`config.mk`:
```
export PLATFORM = sky130hd
export DESIGN_NAME = conv_symbol_encoder
export DESIGN_NICKNAME = d
export VERILOG_FILES = /design/src/rtl/conv_symbol_encoder_pkg.sv /design/src/rtl/conv_symbol_encoder_sym_fifo.sv /design/src/rtl/conv_symbol_encoder.sv
export SDC_FILE = /design/constraint.sdc
export NUM_CORES = 1
export LEC_CHECK = 0
export CORE_ASPECT_RATIO = 1.4
export CORE_MARGIN = 2
export CORE_UTILIZATION = 30
export CTS_BUF_LIST = sky130_fd_sc_hd__clkbuf_2
export DETAILED_ROUTE_END_ITERATION = 6
export PLACE_DENSITY = 0.53
export SETUP_SLACK_MARGIN = 0.5
export SYNTH_ARGS = -nofsm -noshare
export SYNTH_HDL_FRONTEND = slang
export SYNTH_HIERARCHICAL = 1
export SYNTH_SLANG_ARGS = --single-unit
```
`constraint.sdc`:
```
create_clock -name clk -period 4.3 [get_ports clk]
set_clock_uncertainty 0.2 [all_clocks]
set_input_delay 1.075 -clock clk [delete_from_list [all_inputs] [get_ports clk]]
set_output_delay 1.075 -clock clk [all_outputs]
set_load 0.005 [all_outputs]
```
`src/rtl/conv_symbol_encoder_pkg.sv`:
```
// Shared constants, FSM state type and the generator-polynomial encode helper
// for the rate-1/2 K=3 convolutional encoder.
package qam_pkg;

    localparam int CONV_K = 3;
    localparam logic [CONV_K-1:0] CONV_G0 = 3'o7;
    localparam logic [CONV_K-1:0] CONV_G1 = 3'o5;
    localparam int SYMBOLS_PER_FRAME = 32;

    typedef enum logic {
        S_DATA = 1'b0,
        S_TAIL = 1'b1
    } enc_state_t;

    // Tap vector is {current bit, newest past bit, oldest past bit}, MSB aligned
    // with the generator's leading coefficient.
    function automatic logic [1:0] conv_encode(input logic b, input logic [1:0] sr);
        logic [CONV_K-1:0] taps;
        taps = {b, sr[0], sr[1]};
        return {^(taps & CONV_G0), ^(taps & CONV_G1)};
    endfunction

endpackage

```
`src/rtl/conv_symbol_encoder_sym_fifo.sv`:
```
// First-word-fall-through FIFO of 2-bit symbols; the head is presented
// combinationally and reads as 00 while the FIFO is empty.
module sym_fifo #(
    parameter int DEPTH = 8
) (
    input  logic                         clk,
    input  logic                         reset,
    input  logic                         push,
    input  logic [1:0]                   din,
    input  logic                         pop,
    output logic [1:0]                   dout,
    output logic                         full,
    output logic                         empty,
    output logic [$clog2(DEPTH+1)-1:0]   level
);

    localparam int PTR_W = $clog2(DEPTH);
    localparam int LVL_W = $clog2(DEPTH+1);

    logic [1:0]       mem_q [DEPTH];
    logic [PTR_W-1:0] wr_ptr_q, wr_ptr_d;
    logic [PTR_W-1:0] rd_ptr_q, rd_ptr_d;
    logic [LVL_W-1:0] level_q, level_d;
    logic             do_push;
    logic             do_pop;

    assign full    = (level_q == LVL_W'(DEPTH));
    assign empty   = (level_q == '0);
    assign level   = level_q;
    assign do_push = push && !full;
    assign do_pop  = pop && !empty;
    assign dout    = empty ? 2'b00 : mem_q[rd_ptr_q];

    // DEPTH is a power of two, so the pointers wrap by plain overflow.
    always_comb begin
        wr_ptr_d = wr_ptr_q;
        rd_ptr_d = rd_ptr_q;
        level_d  = level_q;
        if (do_push) begin
            wr_ptr_d = wr_ptr_q + PTR_W'(1);
        end
        if (do_pop) begin
            rd_ptr_d = rd_ptr_q + PTR_W'(1);
        end
        case ({do_push, do_pop})
            2'b10:   level_d = level_q + LVL_W'(1);
            2'b01:   level_d = level_q - LVL_W'(1);
            default: level_d = level_q;
        endcase
    end

    always_ff @(posedge clk or posedge reset) begin
        if (reset) begin
            wr_ptr_q <= '0;
            rd_ptr_q <= '0;
            level_q  <= '0;
        end else begin
            wr_ptr_q <= wr_ptr_d;
            rd_ptr_q <= rd_ptr_d;
            level_q  <= level_d;
        end
    end

    // Storage needs no reset: an entry is only ever read after being written.
    always_ff @(posedge clk) begin
        if (do_push) begin
            mem_q[wr_ptr_q] <= din;
        end
    end

endmodule

```
`src/rtl/conv_symbol_encoder.sv`:
```
// Bit-serial rate-1/2 K=3 convolutional encoder with per-frame zero-tail
// termination, buffering {g0,g1} symbols for the QAM modulator.
module conv_symbol_encoder
    import qam_pkg::*;
#(
    parameter int FIFO_DEPTH = 8,
    parameter int FRAME_BITS = 30
) (
    input  logic                              clk,
    input  logic                              reset,
    input  logic                              enable,
    input  logic                              bit_in,
    input  logic                              bit_valid,
    output logic                              bit_ready,
    input  logic                              sym_take,
    output logic [1:0]                        conv_out,
    output logic [$clog2(FIFO_DEPTH+1)-1:0]   fifo_level,
    output logic                              frame_done,
    output logic                              underrun
);

    localparam int CNT_W     = $clog2(FRAME_BITS+1);
    localparam int TAIL_BITS = CONV_K - 1;

    enc_state_t       state_q, state_d;
    logic [1:0]       sr_q, sr_d;
    logic [CNT_W-1:0] bit_cnt_q, bit_cnt_d;
    logic             tail_cnt_q, tail_cnt_d;
    logic             underrun_q, underrun_d;
    logic             push;
    logic             enc_bit;
    logic [1:0]       push_sym;
    logic             fifo_full;
    logic             fifo_empty;

    // Full is judged before the edge, so a pop in the same cycle never frees
    // room for a push; tail bits are encoded as zeros through the same path.
    always_comb begin
        state_d    = state_q;
        sr_d       = sr_q;
        bit_cnt_d  = bit_cnt_q;
        tail_cnt_d = tail_cnt_q;
        push       = 1'b0;
        enc_bit    = 1'b0;
        bit_ready  = 1'b0;
        frame_done = 1'b0;
        case (state_q)
            S_DATA: begin
                bit_ready = enable && !fifo_full && !reset;
                if (bit_ready && bit_valid) begin
                    push    = 1'b1;
                    enc_bit = bit_in;
                    sr_d    = {sr_q[0], bit_in};
                    if (bit_cnt_q == CNT_W'(FRAME_BITS-1)) begin
                        bit_cnt_d  = '0;
                        tail_cnt_d = 1'b0;
                        state_d    = S_TAIL;
                    end else begin
                        bit_cnt_d = bit_cnt_q + CNT_W'(1);
                    end
                end
            end
            S_TAIL: begin
                if (enable && !fifo_full) begin
                    push = 1'b1;
                    sr_d = {sr_q[0], 1'b0};
                    if (tail_cnt_q == 1'(TAIL_BITS-1)) begin
                        tail_cnt_d = 1'b0;
                        sr_d       = 2'b00;
                        frame_done = 1'b1;
                        state_d    = S_DATA;
                    end else begin
                        tail_cnt_d = tail_cnt_q + 1'b1;
                    end
                end
            end
            default: begin
                state_d = S_DATA;
            end
        endcase
    end

    assign push_sym   = conv_encode(enc_bit, sr_q);
    assign underrun_d = underrun_q || (sym_take && fifo_empty);
    assign underrun   = underrun_q;

    always_ff @(posedge clk or posedge reset) begin
        if (reset) begin
            state_q    <= S_DATA;
            sr_q       <= 2'b00;
            bit_cnt_q  <= '0;
            tail_cnt_q <= 1'b0;
            underrun_q <= 1'b0;
        end else begin
            state_q    <= state_d;
            sr_q       <= sr_d;
            bit_cnt_q  <= bit_cnt_d;
            tail_cnt_q <= tail_cnt_d;
            underrun_q <= underrun_d;
        end
    end

    sym_fifo #(
        .DEPTH (FIFO_DEPTH)
    ) u_sym_fifo (
        .clk   (clk),
        .reset (reset),
        .push  (push),
        .din   (push_sym),
        .pop   (sym_take),
        .dout  (conv_out),
        .full  (fifo_full),
        .empty (fifo_empty),
        .level (fifo_level)
    );

endmodule

```
==> metrics.md <==
| Metric | Value |
|---|---|
| Crit path max fanout | 3 |
| Post-layout min period | ~3700 ps |
| Upper clock frequency limit | around 270 MHz |
| Post-place setup slack | approximately 390 ps |
| Vias per inst | approximately 5 |
| Die X-Extent | between 70 and 80 um |
| Global Route met2 Usage | 0.1836 |
| Main combinational cell family by area after synthesis | simple AND/OR/NAND/NOR gates |
| First drt pass iteration count | 6 |
| Final #Nets | 172 |
| Wire per inst | around 15 um |
| Worst-Margin Slew | approximately 590 ps |
| Syn Nets | 154 |
| Endpoints failing setup | 0 |
| Die area | about 0.007 mm^2 |
| Int Pwr | 858.0 uW |
| Syn avg cell area | approximately 13 um^2 |
| Die H | between 90 and 100 um |
| Multiplexer share of the synthesized area | 0.1090 |
| CTS tree | yes |
| Ports | 15 |
| Status | complete, no violations |
| Post-synthesis compound-gate area fraction | 0.08277 |
| Setup TNS Final | 0 ps |
| Final wirelength | between 3000 and 4000 um |
| Seq pwr share | 0.465 |
| Combinational Power Share | 0.367 |
| Vias in the first global route | around 1.2k |
| Clk Latency, worst-skew pair | around 380 ps |
| Unrepaired setup endpoints after global routing | no |
| Starting Density | 0.3149 |
| Clock sinks | 36 |
| CTS Buf Count | 5 |
| Total number of vias | ~1.1k |
| Delay-heaviest family, CP | buffers and inverters |
| Final ANT Viol Nets | 0 |
| Ratio of cells with drive above 1 in the final layout | 0.1813 |
| Most frequent CP cell | clkdlybuf4s50_1 |
| Hold buffers post-CTS | 0 |
| Switching part of the total | 0.3404 |
| CP max-delay cell | clkdlybuf4s50_1 |
| Crit path kind | in2out |
| Clock power frac | 0.168 |
| Crit end category | primary output |
| P_sw | approximately 440 uW |
| Max VDD drop | around 210 uV |
| Flop2flop setup slack | slightly below 1000 ps |
| Post-synthesis adder-cell area fraction | 0.04711 |
| Diodes inserted | 0 |
| PortBufs | 14 |
| Simple-Gate Fraction of Synth Area | 0.1501 |
| Gate Count Post-Synth | between 100 and 150 |
| Yosys top cell area share | 0.2692 |
| Post-synthesis sequential area ratio | 0.5276 |
| Slew Limit Fails | 0 |
| Initial antenna violation count | 0 |
| Static Leak | around 0.00086 uW |
| DP HPWL | about 2600 um |
| Commonest non-fill, non-tap cell in the layout | dfrtp_1 |
| Cell area after synthesis | about 0.0019 mm^2 |
| H-tree levels | 2 |
| Routing usage on met1 | 0.1316 |
| Met3 usage | 0.02801 |
| Most frequent cells in the layout | 20 x dfrtp_1, 16 x edfxtp_1, 14 x clkdlybuf4s50_1, 12 x nor2_1, 10 x inv_1 |
| Layer with the highest usage | met2 |
| Clk root buf | clkbuf_2 |
| Final Cycle Share | 0.8616 |
| CTS Buffer Depth | 2 |
| Largest net degree at the start of global routing | 13 |
| WP data required | ~3000 ps |
| Initial drt markers | 49 |
| Hold Violations, Final | 0 |
| Area Overhead vs Synth | 15.41% |
| Hold-critical path depth | 1 |
| First-pass GRT wire length | 5913 um |
| Final WS setup | between 500 and 600 ps |
| CP arrival | 2430 ps |
| Total track usage | 0.1077 |
| CP cell instances | clkdlybuf4s50_1 -> nor2b_4 -> nand2_1 -> nor2_1 -> clkdlybuf4s50_1 |
| Worst-path clk slew | 190 ps |
| FP Rows | 33 |
| Area of the multi-input gates | slightly above 800 um^2 |
| Synthesized flop and latch total | 36 |
| Post-Synth XOR/XNOR Area | 0.05047 |
| Register area | slightly below 0.001 mm^2 |
| Drt drc | 0 |
| Bufs and invs on worst path | 2 |
| Remaining global-route overflow | 0 |
| Reg2Reg Depth | 10 |
| Pwr Density | 606.3 mW/mm^2 |
| Routability cong. | approximately 0.73 |
| CP max stage delay | about 510 ps |
| Critical path depth in cells | 5 |
| Syn. warnings | 6 |
| Fill cells | between 500 and 600 |
| Area leader, netlist | dfrtp_1 |
| Startpoint types | input pin |
| Total of max-cap violations | 0 |
| Dominant cells by area after synthesis | dfrtp_1 27%, edfxtp_1 26%, mux4_2 4.8% |
| Core ar. | about 0.0059 mm^2 |
| Hold Path Class | reg2reg |
| Post-synthesis cell type count | 47 |
| Slew margin rel. | 0.6057 |
power groups by stage:
stage          Clock, uW  Combinational, uW  Sequential, uW
6_report             218                478             605
3_3_place_gp           0                468             610
5_1_grt              240                543             629
2_1_floorplan          0                366             564
3_5_place_dp           0                485             615
4_1_cts              227                487             609
synthesized netlist by cell type (all sizes together):
cell type   n
ha          7
nor2b       3
a31oi       1
a21o        3
or3b        1
inv        10
o2111ai     1
nor4b       1
a21oi       1
xor3        1
nand2       6
a2111oi     1
mux2        7
nand3       3
o221ai      1
dfrtp      20
mux4        4
nand2b      4
nand3b      2
clkbuf      2
nor3        2
xor2        2
a21boi      1
mux2i       3
xnor2       6
o21ai       1
or4b        2
buf         2
or4         2
edfxtp     16
a31o        1
nor2       12
o41ai       1
o211ai      2
o21a        2
and3        3
a32o        1
and4        1
o2bb2ai     2
registers in the layout, summed over array words and instances (netlist names):
signal,count
underrun,1
u_sym_fifo/mem_q,16
state_q,1
u_sym_fifo/wr_ptr_q,3
u_sym_fifo/rd_ptr_q,3
u_sym_fifo/level,4
tail_cnt_q,1
bit_cnt_q,5
sr_q,2
per-layer routing:
| metal | routed length, um | share of wire |
|---|---|---|
| met1 | 1449 | 0.43 |
| met2 | 1811 | 0.53 |
| met3 | 93 | 0.027 |
| met4 | 55 | 0.016 |
| met5 | 0 | 0 |
metrics by stage:
stage / cell area, um^2 / hold WS (ps) / total power, uW / cells / util
3_5_place_dp: 2071 / 260.6 / 1100 / 222 / 0.3507
2_1_floorplan: 1859 / 251.0 / 930.7 / 141 / -
4_1_cts: 2141 / 302.4 / 1323 / 230 / 0.3626
3_3_place_gp: 2071 / 235.7 / 1078 / 222 / 0.3507
5_1_grt: 2146 / 322.6 / 1412 / 230 / 0.3634
6_report: 2146 / 288.0 / 1301 / 230 / 0.3634
worst reg2reg max path: stages (launching register included):
cell       delay [ps]
dfrtp_1           520
or4b_4            630
inv_1             180
nor2b_4            60
o21ai_0           140
inv_1             190
nand2_4           120
ha_1              260
or3b_4            410
a2111oi_2         310
o221ai_1          180
cell families after synthesis:
| family | after synthesis |
|---|---|
| and+or+nand+nor | 42 |
| DFF | 36 |
| AOI/OAI and AO/OA | 19 |
| adders and majority gates | 7 |
| muxes | 14 |
| buffers and inverters | 14 |
| xor gates and xnor gates | 9 |
timing repair:
action                                  4_1_cts  5_1_grt
buffers inserted                              0        0
endpoints found under the setup margin        1        1
gates resized for setup                       1        1
area by class of cell:
class | instances | area share
Tap cell | 70 | 0.04082
Clock inverter | 3 | 0.01983
Clock buffer | 5 | 0.01166
Sequential cell | 36 | 0.4571
Inverter | 10 | 0.01749
Timing Repair Buffer | 15 | 0.06880
Multi-Input combinational cell | 91 | 0.3843
path summary, 6_finish.rpt:
| kind | from | endpoint |
|---|---|---|
| worst max-delay path | enable | frame_done |
| max in group asynchronous | reset | underrun |
| worst max register to register | u_sym_fifo/level[0] | u_sym_fifo/level[3] |
| worst min-delay path | underrun | underrun |
| min in group asynchronous | reset | u_sym_fifo/wr_ptr_q[2] |
| worst min register to register | underrun | underrun |
Note: power is estimated with default switching activity, not from simulation.
